--- src/rtl/filter_deconv_if.sv ---
// Sample stream bundle for filter_deconv: filtered input y[n] in, recovered x[n] out.
interface filter_deconv_if;
    logic               in_valid;
    logic signed [15:0] in_data;
    logic               in_ready;
    logic               out_valid;
    logic signed [15:0] out_data;
    logic               out_ready;

    modport master (
        output in_valid, in_data, out_ready,
        input  in_ready, out_valid, out_data
    );

    modport slave (
        input  in_valid, in_data, out_ready,
        output in_ready, out_valid, out_data
    );
endinterface

--- src/rtl/filter_deconv.sv ---
// Inverse IIR stage: x[n] = (y[n] + C_Y1*y[n-1] + C_X1*x[n-1] + C_X2*x[n-2]) >>> SHIFT.
// Define DECONV_SAT_EN to saturate the 16-bit result; otherwise it wraps.
module filter_deconv #(
    parameter int          C_Y1  = 27,
    parameter int          C_X1  = 6,
    parameter int          C_X2  = -18,
    parameter int unsigned SHIFT = 1
) (
    input  logic             clk,
    input  logic             rst_n,
    input  logic             clear,
    filter_deconv_if.slave   bus,
    output logic             warm
);

    typedef enum logic [1:0] {S_IDLE, S_CALC, S_HOLD} state_t;

    localparam logic signed [39:0] K_Y1 = 40'(C_Y1);
    localparam logic signed [39:0] K_X1 = 40'(C_X1);
    localparam logic signed [39:0] K_X2 = 40'(C_X2);

    state_t             r_state;
    logic signed [15:0] r_y0;
    logic signed [15:0] r_y1;
    logic signed [15:0] r_x1;
    logic signed [15:0] r_x2;
    logic signed [15:0] r_out_data;
    logic               r_in_ready;
    logic               r_out_valid;
    logic               r_warm;
    logic [1:0]         r_cnt;

    logic signed [39:0] w_sum;
    logic signed [15:0] w_narrow;

    assign w_sum = 40'(r_y0) + K_Y1 * 40'(r_y1) + K_X1 * 40'(r_x1) + K_X2 * 40'(r_x2);

`ifdef DECONV_SAT_EN
    logic signed [39:0] w_shift;
    assign w_shift  = w_sum >>> SHIFT;
    assign w_narrow = (w_shift > 40'sd32767)  ? 16'sh7fff :
                      (w_shift < -40'sd32768) ? 16'sh8000 : w_shift[15:0];
`else
    assign w_narrow = 16'(w_sum >>> SHIFT);
`endif

    always_ff @(posedge clk or negedge rst_n) begin
        if (!rst_n) begin
            r_state     <= S_IDLE;
            r_y0        <= '0;
            r_y1        <= '0;
            r_x1        <= '0;
            r_x2        <= '0;
            r_out_data  <= '0;
            r_in_ready  <= 1'b0;
            r_out_valid <= 1'b0;
            r_warm      <= 1'b0;
            r_cnt       <= '0;
        end else if (clear) begin
            r_state     <= S_IDLE;
            r_y0        <= '0;
            r_y1        <= '0;
            r_x1        <= '0;
            r_x2        <= '0;
            r_out_data  <= '0;
            r_in_ready  <= 1'b1;
            r_out_valid <= 1'b0;
            r_warm      <= 1'b0;
            r_cnt       <= '0;
        end else begin
            case (r_state)
                S_IDLE: begin
                    // in_ready comes up one edge after reset release, so no accept on that edge
                    r_in_ready <= 1'b1;
                    if (bus.in_valid && r_in_ready) begin
                        r_y0       <= bus.in_data;
                        r_in_ready <= 1'b0;
                        r_state    <= S_CALC;
                    end
                end
                S_CALC: begin
                    r_out_data  <= w_narrow;
                    r_out_valid <= 1'b1;
                    r_state     <= S_HOLD;
                end
                S_HOLD: begin
                    if (bus.out_ready) begin
                        r_y1        <= r_y0;
                        r_x2        <= r_x1;
                        r_x1        <= r_out_data;
                        r_out_valid <= 1'b0;
                        r_in_ready  <= 1'b1;
                        r_cnt       <= (r_cnt == 2'd3) ? 2'd3 : r_cnt + 2'd1;
                        r_warm      <= (r_cnt != 2'd0);
                        r_state     <= S_IDLE;
                    end
                end
                default: begin
                    r_state     <= S_IDLE;
                    r_out_valid <= 1'b0;
                    r_in_ready  <= 1'b0;
                end
            endcase
        end
    end

    assign bus.in_ready  = r_in_ready;
    assign bus.out_valid = r_out_valid;
    assign bus.out_data  = r_out_data;
    assign warm          = r_warm;

endmodule

--- src/flat_wrapper.sv ---
// flat-port wrapper written by rule: the top's interface ports become plain ports
module filter_deconv_flat 
#(
    parameter int          C_Y1  = 27,
    parameter int          C_X1  = 6,
    parameter int          C_X2  = -18,
    parameter int unsigned SHIFT = 1
)
  (clk, rst_n, clear, warm, bus_in_valid, bus_in_data, bus_out_ready, bus_in_ready, bus_out_valid, bus_out_data);
  filter_deconv_if bus_i ();
  input  logic clk;
  input  logic rst_n;
  input  logic clear;
  output logic warm;
  input wire logic [$bits(bus_i.in_valid)-1:0] bus_in_valid;
  input wire logic [$bits(bus_i.in_data)-1:0] bus_in_data;
  input wire logic [$bits(bus_i.out_ready)-1:0] bus_out_ready;
  output wire logic [$bits(bus_i.in_ready)-1:0] bus_in_ready;
  output wire logic [$bits(bus_i.out_valid)-1:0] bus_out_valid;
  output wire logic [$bits(bus_i.out_data)-1:0] bus_out_data;
  assign bus_i.in_valid = bus_in_valid;
  assign bus_i.in_data = bus_in_data;
  assign bus_i.out_ready = bus_out_ready;
  assign bus_in_ready = bus_i.in_ready;
  assign bus_out_valid = bus_i.out_valid;
  assign bus_out_data = bus_i.out_data;
  filter_deconv #(.C_Y1(C_Y1), .C_X1(C_X1), .C_X2(C_X2), .SHIFT(SHIFT)) u_core (.clk(clk), .rst_n(rst_n), .clear(clear), .bus(bus_i), .warm(warm));
endmodule
--- config.mk ---
export PLATFORM = sky130hd
export DESIGN_NAME = filter_deconv_flat
export DESIGN_NICKNAME = d
export VERILOG_FILES = /design/src/rtl/filter_deconv_if.sv /design/src/rtl/filter_deconv.sv /design/src/flat_wrapper.sv
export SDC_FILE = /design/constraint.sdc
export NUM_CORES = 1
export LEC_CHECK = 0
export BUFFER_PORTS_ARGS = -buffer_cell sky130_fd_sc_hd__buf_2
export CAP_MARGIN = 0
export CORE_AREA = 2 2 127 129
export DETAILED_ROUTE_END_ITERATION = 12
export DIE_AREA = 0 0 129 131
export PLACE_DENSITY = 0.7
export SLEW_MARGIN = 10
export SYNTH_ARGS = -nofsm -noshare
export SYNTH_HDL_FRONTEND = slang
export SYNTH_SLANG_ARGS = --single-unit
--- constraint.sdc ---
create_clock -name clk -period 8.7 [get_ports clk]
set_input_delay 0.87 -clock clk [delete_from_list [all_inputs] [get_ports clk]]
set_output_delay 0.87 -clock clk [all_outputs]
set_load 0.02 [all_outputs]
Yosys cells after proc, flatten, opt, wreduce, memory -nomap -nowiden
Index checks and enable logic that the tools add are counted.
{ "word_totals": {"regBits": 87, "inputBits": 21, "output_inout_bits": 19, "elab_cells": 69} }
{ "classes": {"addsub": 4, "multipliers": 3, "eq_ne": 7, "mux": 32, "reduce_logical": 13} }
{ "ops": {"columns": ["cell", "n"], "rows": [
  ["16-bit two-way mux", 14],
  ["17-bit adder", 2],
  ["16-bit by 17-bit adder with 17-bit output", 1],
  ["6-bit by 16-bit multiplier with 17-bit output, first input constant", 1],
  ["3-bit by 16-bit multiplier with 16-bit output, first input constant", 1],
  ["5-bit by 16-bit multiplier with 16-bit output, first input constant", 1],
  ["2-bit two-way mux", 7],
  ["2-bit nonzero test", 6],
  ["2-bit AND reduction", 5],
  ["1-bit two-way mux", 8],
  ["1-bit case mux with 3 select lines", 2],
  ["2-bit case mux with 3 select lines", 1],
  ["2-bit equality test, second input constant", 2],
  ["2-bit inequality test, second input constant", 2],
  ["3-bit by 2-bit inequality test with 1-bit output, second input constant", 1],
  ["3-bit inequality test, second input constant", 1],
  ["2-bit by 1-bit adder with 2-bit output, second input constant", 1],
  ["2-bit by 1-bit equality test with 1-bit output, second input constant", 1],
  ["2-bit zero test", 1],
  ["1-bit logical AND", 1]
]} }

Depth between registers and ports, before layout
Gate-level depths: netlist of run 1.
{ "depth": {"depth_word": 6, "ltp_mapped": 30, "depth_no_buf": 30} }

Worst setup path before layout of run 1
No wires, ideal clock.
{ "synth_timing": {"path_kind": "reg2reg", "start": "register u_core.r_x2[2]", "end": "register u_core.r_out_data[15], in the netlist u_core.bus.out_data[15]", "setup_time_ns": 0.130, "arrival_time_ns": 6.622, "required_ns": 8.570, "setup_slack_ns": 1.948, "stages_incl_launch_ff": 29, "n_path_buf": 0, "synth_period_minus_slack_ns": 6.752, "path_cell_list": "dfrtp_1 inv_1 fa_1 inv_1 ha_1 inv_1 fa_1 inv_1 fa_1 a21o_1 a211oi_1 nor2_1 nor2_1 xnor2_1 fa_1 fa_1 inv_1 fa_1 fa_1 inv_1 ha_1 a21o_1 a21oi_1 nor3b_1 a21boi_1 o21ai_0 nand2b_1 xnor2_1 o21ai_1"} }
{ "synth_via": {"elab_chain_len": 4} }
{ "synth_rtl": {"columns": ["element", "line_no", "text"], "rows": [
  ["from (decl)", "filter_deconv.sv:26", "logic signed [15:0] r_x2;"],
  ["from (signal assigned)", "filter_deconv.sv:89", "r_x2 <= r_x1;"],
  ["5-bit by 16-bit multiplier with 16-bit output", "filter_deconv.sv:36", "assign w_sum = 40'(r_y0) + K_Y1 * 40'(r_y1) + K_X1 * 40'(r_x1) + K_X2 * 40'(r_x2);"],
  ["17-bit adder", "filter_deconv.sv:36", null],
  ["16-bit two-way mux", "filter_deconv.sv:71", "case (r_state)"],
  ["16-bit two-way mux", "filter_deconv.sv:59", "end else if (clear) begin"],
  ["to (signal assigned)", "filter_deconv.sv:82", "r_out_data <= w_narrow;"],
  ["to (decl)", "filter_deconv.sv:27", "logic signed [15:0] r_out_data;"]
]} }
No other way between the ends. The select of a mux whose other input is x is not followed.
A chain may end at the register's enable or synchronous reset.

Final worst setup path of run 1
Same ends and word-level chain as after synthesis.

==> flow_summary_export.csv, run 1 <==
group,metric,value,unit
clock_network,numCtsBuffers,9,
setup_path,cp_slowest_stage_delay,0.55,ns
routing,drc,0,
clock_network,ctsRootBufferMaster,"clkbuf_16",
setup_path,crit_slowest_cell,"fa_1",
outcome,status,"complete, no violations",
routing,vias,5679,
place,port_buffers,39,
global_routing,grt_overflow,0,
floorplanning,core_region_area,15600,um2
setup_path,end_kind,"flip-flop",
floorplanning,rows,46,
setup_path,required,8.92,ns
floorplanning,die_area,16900,um2
floorplanning,die_height,131,um
routing,wl_per_cell,15.1,um
timing,fmax,138,MHz
run,drv_cap,0,
floorplanning,start_util,0.522,
timing,finalCritPeriodShare,0.834,
power_and_ir_drop,seqPwrFrac,0.429,
clock_network,cts_buffer_depth,2,
global_routing,first_global_vias,5851,
timing,setup_ws,1.44,ns
cells_and_area,n_antenna_cell,0,
timing,period_minus_slack,7.26,ns
place,placed_cells,1111,
timing,tightestPinTransition,1.23,ns
clock_network,cts_hold_buf,0,
clock_network,clk_pin_slew,0.07,ns
power_and_ir_drop,p_per_area,110,nW/um2
synthesis,ys.flop_type,"dfrtp_1",
setup_path,crit_family,"adder cells",
clock_network,clock_sinks,86,
routing,first_pass_iters,4,
timing,hold_violations,0,
min_path,hold_path_class,"flip-flop to flip-flop",
clock_network,clkLatencyLatePin,0.35,ns
timing,setup_viol_count_final,0,
global_routing,grt.total_usage,0.226,
power_and_ir_drop,combPwrFrac,0.107,
setup_path,critical_path.max_fanout,4,
timing,grt_setup_unrepaired,"no",
setup_path,startpoint_type,"flip-flop",
synthesis,synth_edf_count,0,
timing,slew_violations,0,
setup_path,critical_path_class,"flip-flop to flip-flop",
global_routing,grt_pass1_wl,29300,um
power_and_ir_drop,p_int,0.734,mW
synthesis,async_flop_share,1.00,
setup_path,cp.buffers_inverters,6,
power_and_ir_drop,switching_share,0.251,
setup_path,crit_arrival,7.48,ns
floorplanning,io_pins,40,
global_routing,grt_max_degree,73,
place,dp_slack,1.47,ns
clock_network,cts.htree.levels,3,
power_and_ir_drop,pwr-share-clk,0.463,
routing,dr.first_iter.drc_count,230,
cells_and_area,n_fill_cell,1419,
cells_and_area,finalNetCount,1120,
power_and_ir_drop,p_switching,0.245,mW
synthesis,synth_seq_cells,86,
synthesis,synth_nets,1091,
synthesis,yosysSeqAreaShare,0.265,
synthesis,syn_avg_cell_area,9.28,um2
routing,wl,17100,um
cells_and_area,syn_to_final_growth,9.29,%
power_and_ir_drop,vdd_drop_max,0.000122,V
cells_and_area,drive_above_1_share,0.0703,
routing,vias_per_cell,5.04,
synthesis,ys_warn_count,0,
synthesis,syn_inst,877,
floorplanning,die_w,129,um
global_routing,antenna_found_initial,0,
synthesis,yosysUniqueCellTypes,35,
routing,ant_nets,0,
timing,relSlewSlack,0.181,
power_and_ir_drop,p_leak,4.51,nW
clock_network,cts_tree,"built",
place,post-dp-hpwl,13500,um
cells_and_area,stdcell_count,1127,
clock_network,cts_setup_buffers,0,
synthesis,synth_area,8140,um2
timing,fin_skew,0.00753,ns
timing,finalSetupTns,0,ns
place,globalplace.congestion,0.813,
clock_network,cts.repair.resized,0,
Yosys cell counts (all sizes together), types with 2 or more instances:
cell | n | area, um2
o21a | 5 | 37.5
inv | 166 | 623
a21oi | 86 | 430
or2 | 2 | 12.5
nand2 | 149 | 559
o211ai | 4 | 30.0
nand2b | 5 | 31.3
nand3 | 5 | 25.0
nor3 | 4 | 20.0
a21o | 10 | 75.1
fa | 91 | 1820
nor2 | 19 | 71.3
o21ai | 30 | 150
xnor2 | 40 | 350
xor2 | 12 | 105
nor2b | 6 | 37.5
clkbuf | 24 | 90.1
a22o | 4 | 35.0
a211oi | 5 | 37.5
dfrtp | 86 | 2150
a31oi | 4 | 25.0
a21boi | 2 | 15.0
o21bai | 6 | 45.0
ha | 102 | 1280
layout by cell type, fill, tap and decap left out, types with 8 or more instances in the layout:
cell type  Yosys  layout
inv_1        166     166
nand2_1      149     149
ha_1         102     102
fa_1          91      91
a21oi_1       86      86
dfrtp_1       86      86
xnor2_1       40      40
buf_2          0      38
o21ai_0       22      22
nor2_1        19      18
xor2_1        12      12
a21o_1        10      10
clkbuf_16      0       9
o21ai_1        8       8
power by group through the flow:
stage          clock (mW)  sequential (mW)  combinational (mW)
6_report            0.453            0.421               0.105
5_1_grt             0.475            0.422               0.122
4_1_cts             0.460            0.421               0.107
3_5_place_dp            0            0.428               0.107
3_3_place_gp            0            0.427               0.104
2_1_floorplan           0            0.427              0.0690
final timing paths:
path / startpoint / end / slack [ns] / depth (start not counted)
setup / recovery: u_core.r_x2[2] / u_core.bus.out_data[15] / 1.44 / 29
hold / removal: u_core.r_cnt[0] / u_core.r_cnt[0] / 0.49 / 1
setup reg to reg: u_core.r_x2[2] / u_core.bus.out_data[15] / 1.44 / 29
hold reg to reg: u_core.r_cnt[0] / u_core.r_cnt[0] / 0.49 / 1
max in group asynchronous: rst_n / u_core.r_x2[2] / 7.21 / 2
min in group asynchronous: rst_n / u_core.r_y1[7] / 0.50 / 1
per-stage QoR:
stage / hold slack (ns) / util / cell area (um2) / power [mW]
2_1_floorplan: 0.448 / - / 8140 / 0.496
3_3_place_gp: 0.468 / 0.548 / 8540 / 0.532
3_5_place_dp: 0.474 / 0.548 / 8540 / 0.535
4_1_cts: 0.487 / 0.570 / 8890 / 0.988
5_1_grt: 0.537 / 0.570 / 8890 / 1.02
6_report: 0.488 / 0.570 / 8890 / 0.979
cell families after synthesis:
kind of cell,after synthesis,share of synthesized area
simple gates,196,0.0986
compound gates,160,0.112
fa+ha+maj,193,0.381
flops,86,0.265
buf+inv,190,0.0877
xor+xnor,52,0.0560
layout make-up:
type	count	area (um2)	share of cell area
well taps	216	270	0.0304
clock buffers	10	239	0.0269
inverters	166	623	0.0701
multi-input cells	601	5280	0.594
flip-flops and latches	86	2150	0.242
clock inverters	6	109	0.0122
repair buffers	42	220	0.0248
registers in the layout, summed over array words and instances, names as in the netlist:
| register | flops |
|---|---|
| u_core.bus.in_ready | 1 |
| u_core.bus.out_data | 16 |
| u_core.bus.out_valid | 1 |
| u_core.r_cnt | 1 |
| u_core.r_state | 2 |
| u_core.r_x1 | 16 |
| u_core.r_x2 | 16 |
| u_core.r_y0 | 16 |
| u_core.r_y1 | 16 |
| u_core.warm | 1 |
metal layers:
layer | share of wire | track usage | up-vias
li1 | - | - | 2818
met1 | 0.49 | 0.337 | 2741
met2 | 0.46 | 0.346 | 98
met3 | 0.035 | 0.0240 | 22
met4 | 0.021 | 0.0818 | 0
met5 | 0 | 0 | -
worst register-to-register path, delay by kind of cell, from the launching register on:
kind | cells | cell delay [ns]
AO/OA/AOI/OAI | 10 | 1.61
adder cells (fa/ha/maj) | 9 | 3.96
AND/OR/NAND/NOR | 2 | 0.44
flip-flops | 1 | 0.42
buffers and inverters | 6 | 0.35
XOR/XNOR | 2 | 0.35
Power figures use the tool's default switching activity.
==> inputs of run 2 (changes only) <==
PLACE_DENSITY = 0.73   (was 0.7)
clock period = 6.25 ns   (was 8.7 ns; I/O delays follow)
==> flow_summary_export.csv, run 2 (synthesis results as in run 1) <==
group,metric,value,unit
outcome,status,"finished, violations left",
outcome,violations,"setup timing",
timing,grt_setup_unrepaired,"yes",
power_and_ir_drop,p_switching,0.365,mW
timing,fin_skew,0.00526,ns
timing,setup_viol_count_final,5,
place,placed_cells,1158,
global_routing,antenna_found_initial,0,
clock_network,cts_hold_buf,0,
setup_path,end_kind,"flip-flop",
power_and_ir_drop,p_leak,4.82,nW
routing,ant_nets,0,
cells_and_area,fin_area,9620,um2
floorplanning,start_util,0.522,
floorplanning,die_height,131,um
timing,hold_ws,0.250,ns
timing,hold_violations,0,
floorplanning,core_region_area,15600,um2
clock_network,cts.htree.levels,3,
setup_path,cp_slowest_stage_delay,0.54,ns
power_and_ir_drop,combPwrFrac,0.127,
setup_path,required,6.47,ns
clock_network,clock_sinks,86,
place,place_area,9010,um2
routing,first_pass_iters,5,
place,globalplace.congestion,0.902,
cells_and_area,layout_commonest_cell,"inv_1",
power_and_ir_drop,p_per_area,141,nW/um2
setup_path,rr_endpoint,"u_core.bus.out_data[14]",
cells_and_area,stdcell_count,1184,
power_and_ir_drop,vdd_drop_max,0.000114,V
routing,dr.first_iter.drc_count,246,
timing,fmax,147,MHz
global_routing,first_global_vias,6348,
setup_path,crit_slowest_cell,"fa_1",
place,port_buffers,39,
power_and_ir_drop,p_int,0.992,mW
timing,relSlewSlack,0.296,
routing,vias,6046,
setup_path,crit_arrival,7.03,ns
clock_network,clk_pin_slew,0.07,ns
cells_and_area,syn_to_final_growth,18.2,%
floorplanning,die_w,129,um
routing,drc,0,
routing,vias_per_cell,5.11,
setup_path,critical_path.max_fanout,3,
min_path,hold_path_class,"input port to async pin",
timing,finalCritPeriodShare,1.09,
clock_network,cts_tree,"built",
timing,setup_ws,-0.562,ns
routing,wl,18200,um
timing,finalSetupTns,-2.50,ns
clock_network,numCtsBuffers,9,
timing,tightestPinTransition,1.05,ns
clock_network,clkLatencyLatePin,0.34,ns
setup_path,critical_path_class,"flip-flop to flip-flop",
global_routing,grt.total_usage,0.237,
setup_path,r2r_slack,-0.56,ns
clock_network,cts_buffer_depth,2,
timing,period_minus_slack,6.81,ns
power_and_ir_drop,seqPwrFrac,0.432,
global_routing,grt_overflow,0,
global_routing,grt_pass1_wl,31100,um
place,post-dp-hpwl,14000,um
routing,wl_per_cell,15.4,um
floorplanning,die_area,16900,um2
cells_and_area,layout_common_cells,"inv_1, nand2_1, ha_1",
setup_path,reg2reg_from,"u_core.r_x2[3]",
cells_and_area,final_core_util,0.616,
cells_and_area,n_antenna_cell,0,
cells_and_area,drive_above_1_share,0.170,
global_routing,grt_max_degree,73,
setup_path,setup.worst_path.start,"u_core.r_x2[3]",
setup_path,endpoint,"u_core.bus.out_data[14]",
power_and_ir_drop,switching_share,0.269,
setup_path,startpoint_type,"flip-flop",
cells_and_area,finalNetCount,1177,
floorplanning,io_pins,40,
setup_path,crit_top_cell,"fa_1",
setup_path,reg2reg_depth,27,
floorplanning,rows,46,
run,drv_cap,0,
timing,slew_violations,0,
clock_network,ctsRootBufferMaster,"clkbuf_16",
power_and_ir_drop,pwr-share-clk,0.441,
==> run 2: per-layer routing <==
| metal | GRT usage | routed length (um) | part of all wire |
|---|---|---|---|
| met1 | 0.330 | 8320 | 0.46 |
| met2 | 0.389 | 8960 | 0.49 |
| met3 | 0.0309 | 560 | 0.031 |
| met4 | 0.0767 | 401 | 0.022 |
| met5 | 0 | 0 | 0 |
==> run 2: area by class of cell <==
cell class                 instances  area, um2
inverter                         166        623
sequential                        86       2150
tap                              216        270
fill                            1288       5980
clock buffer                       9        225
multi-input combinational        601       5580
timing repair buffer              99        659
clock inverter                     7        103
==> run 2: power by group through the flow <==
stage               sequential, mW  clock [mW]  combinational, mW
floorplan                    0.595           0             0.0993
global placement             0.596           0              0.161
detailed placement           0.597           0              0.163
CTS                          0.586       0.612              0.168
global route                 0.588       0.636              0.196
finish                       0.586       0.599              0.173
==> run 2: how the worst min path moves through the flow <==
stage	end	slack, ns	cells after the start
after floorplan	u_core.bus.in_ready	0.33	0
after global placement	u_core.r_cnt[0]	0.47	1
after detailed placement	u_core.r_cnt[0]	0.48	1
after CTS	u_core.r_y0[0]	0.26	1
after global routing	u_core.bus.out_data[0]	0.28	1
final	u_core.r_y1[0]	0.25	1
==> run 2: what timing repair did <==
item | 4_1_cts | 5_1_grt
setup buffers | 8 | 7
pin swaps | 23 | 38
cloned | 0 | 0
endpoints found under the setup margin | 7 | 8
resized for setup | 15 | 22
endpoints found under the hold margin | 0 | 0
==> run 2: critical path: cells and delay by family, from the launching register on <==
kind | cells | cell delay (ns)
adder cells (fa/ha/maj) | 9 | 3.84
AO/OA/AOI/OAI | 7 | 1.27
AND/OR/NAND/NOR | 3 | 0.52
flip-flops | 1 | 0.38
XOR/XNOR | 2 | 0.34
buffers and inverters | 6 | 0.32
==> run 2: through the flow <==
stage / setup WS (ns) / power [mW]
global route: -0.844 / 1.42
detailed placement: -0.410 / 0.760
floorplan: -0.0119 / 0.694
CTS: -0.410 / 1.37
finish: -0.562 / 1.36
global placement: -0.304 / 0.757
==> inputs of run 3 (changes only) <==
BUFFER_PORTS_ARGS = not set   (was -buffer_cell sky130_fd_sc_hd__buf_2)
DONT_BUFFER_PORTS = 1   (was not set)
PLACE_DENSITY = 0.7   (was 0.73)
==> flow_summary_export.csv, run 3 (synthesis results as in run 1) <==
group,metric,value,unit
min_path,hold_path_class,"input port to async pin",
routing,drc,0,
power_and_ir_drop,pwr-share-clk,0.411,
power_and_ir_drop,vdd_drop_max,0.000124,V
cells_and_area,layout_commonest_cell,"inv_1",
power_and_ir_drop,seqPwrFrac,0.469,
timing,hold_violations,0,
floorplanning,rows,46,
setup_path,required,6.48,ns
floorplanning,die_height,131,um
run,drv_cap,0,
floorplanning,core_region_area,15600,um2
global_routing,grt_overflow,0,
setup_path,critical_path.max_fanout,3,
outcome,violations,"setup timing",
timing,grt_setup_unrepaired,"yes",
power_and_ir_drop,p_per_area,136,nW/um2
routing,ant_nets,0,
clock_network,clkLatencyLatePin,0.36,ns
global_routing,grt_pass1_wl,31100,um
floorplanning,io_pins,40,
power_and_ir_drop,p_leak,4.56,nW
routing,first_pass_iters,4,
setup_path,critical_path_class,"flip-flop to flip-flop",
timing,setup_ws,-0.347,ns
global_routing,first_global_vias,6227,
place,port_buffers,0,
timing,tightestPinTransition,1.07,ns
power_and_ir_drop,p_int,0.910,mW
timing,fin_skew,0.00928,ns
setup_path,reg2reg_depth,30,
place,globalplace.congestion,0.884,
power_and_ir_drop,p_switching,0.350,mW
cells_and_area,layout_common_cells,"inv_1, nand2_1, ha_1",
floorplanning,start_util,0.522,
timing,period_minus_slack,6.60,ns
setup_path,reg2reg_from,"u_core.r_x2[4]",
setup_path,crit_arrival,6.83,ns
timing,hold_ws,0.165,ns
clock_network,clk_pin_slew,0.07,ns
cells_and_area,n_antenna_cell,0,
setup_path,cp_slowest_stage_delay,0.54,ns
routing,wl_per_cell,16.1,um
clock_network,ctsRootBufferMaster,"clkbuf_16",
global_routing,antenna_found_initial,0,
global_routing,gr-usage-met1,0.336,
outcome,status,"finished, violations left",
clock_network,cts_tree,"built",
timing,slew_violations,0,
clock_network,cts_buffer_depth,2,
cells_and_area,drive_above_1_share,0.123,
timing,setup_viol_count_final,5,
cells_and_area,final_core_util,0.593,
cells_and_area,syn_to_final_growth,13.6,%
routing,vias_per_cell,5.13,
setup_path,end_kind,"flip-flop",
global_routing,grtUsageMet2,0.388,
place,dp_slack,-0.365,ns
floorplanning,die_area,16900,um2
power_and_ir_drop,switching_share,0.278,
clock_network,cts.htree.levels,3,
setup_path,rr_endpoint,"u_core.bus.out_data[15]",
setup_path,startpoint_type,"flip-flop",
timing,relSlewSlack,0.287,
place,post-dp-hpwl,13800,um
setup_path,crit_top_cell,"xnor2_1",
setup_path,crit_slowest_cell,"fa_1",
floorplanning,die_w,129,um
routing,vias,5821,
clock_network,numCtsBuffers,9,
cells_and_area,n_fill_cell,1308,
cells_and_area,finalNetCount,1127,
power_and_ir_drop,combPwrFrac,0.120,
global_routing,top_usage_layer,"met2",
routing,wl,18300,um
timing,finalCritPeriodShare,1.06,
routing,dr.first_iter.drc_count,342,
global_routing,grt.total_usage,0.241,
global_routing,grt_max_degree,87,
clock_network,clock_sinks,86,
global_routing,use_met3,0.0277,
setup_path,r2r_slack,-0.35,ns
timing,fmax,152,MHz
## run 3: critical path, delay by kind of cell (launching register included)
kind	cells	cell delay (ns)
compound gates	9	1.22
flops	1	0.38
fa+ha+maj	8	3.30
xor+xnor	8	1.30
buf+inv	5	0.27
## run 3: worst max-delay path by stage
stage | to | depth (start not counted) | from | slack (ns)
floorplan | u_core.bus.out_data[15] | 30 | u_core.r_x2[4] | -0.01
global placement | u_core.bus.out_data[15] | 28 | u_core.r_x2[4] | -0.27
detailed placement | u_core.bus.out_data[15] | 30 | u_core.r_x2[4] | -0.36
CTS | u_core.bus.out_data[15] | 30 | u_core.r_x2[4] | -0.37
global route | u_core.bus.out_data[15] | 30 | u_core.r_x2[4] | -0.73
finish | u_core.bus.out_data[15] | 30 | u_core.r_x2[4] | -0.35
## run 3: power groups by stage
stage | Sequential [mW] | Clock (mW) | Combinational (mW)
4_1_cts | 0.591 | 0.525 | 0.149
3_3_place_gp | 0.602 | 0 | 0.127
5_1_grt | 0.593 | 0.544 | 0.173
6_report | 0.591 | 0.517 | 0.151
3_5_place_dp | 0.602 | 0 | 0.129
2_1_floorplan | 0.595 | 0 | 0.0993
## run 3: routing by layer
metal	part of all wire	vias up
met5	0	-
met4	0.028	0
met3	0.038	31
met2	0.47	94
met1	0.46	2861
li1	-	2835
## run 3: area by class of cell
class	instances	area, um2	area share
Clock buffer	11	243	0.0263
Sequential cell	86	2150	0.233
Timing Repair Buffer	49	399	0.0432
Multi-Input combinational cell	601	5520	0.597
Tap cell	216	270	0.0292
Clock inverter	5	35.0	0.00379
Inverter	166	623	0.0674
## run 3: stage by stage
| step | TNS (ns) | cells | cell area (um2) | power (mW) |
|---|---|---|---|---|
| floorplan | -0.0181 | 877 | 8250 | 0.694 |
| CTS | -1.21 | 1132 | 9160 | 1.26 |
| finish | -1.18 | 1134 | 9250 | 1.26 |
| global route | -3.32 | 1134 | 9250 | 1.31 |
| detailed placement | -1.27 | 1114 | 8780 | 0.731 |
| global placement | -0.998 | 1114 | 8780 | 0.729 |
## run 3: repair_timing
| item | CTS | global route |
|---|---|---|
| endpoints found under the setup margin | 6 | 8 |
| pin swaps | 26 | 19 |
| endpoints found under the hold margin | 86 | 0 |
| hold buffers | 1 | 0 |
| gates resized for setup | 15 | 15 |
| buffers inserted | 1 | 2 |
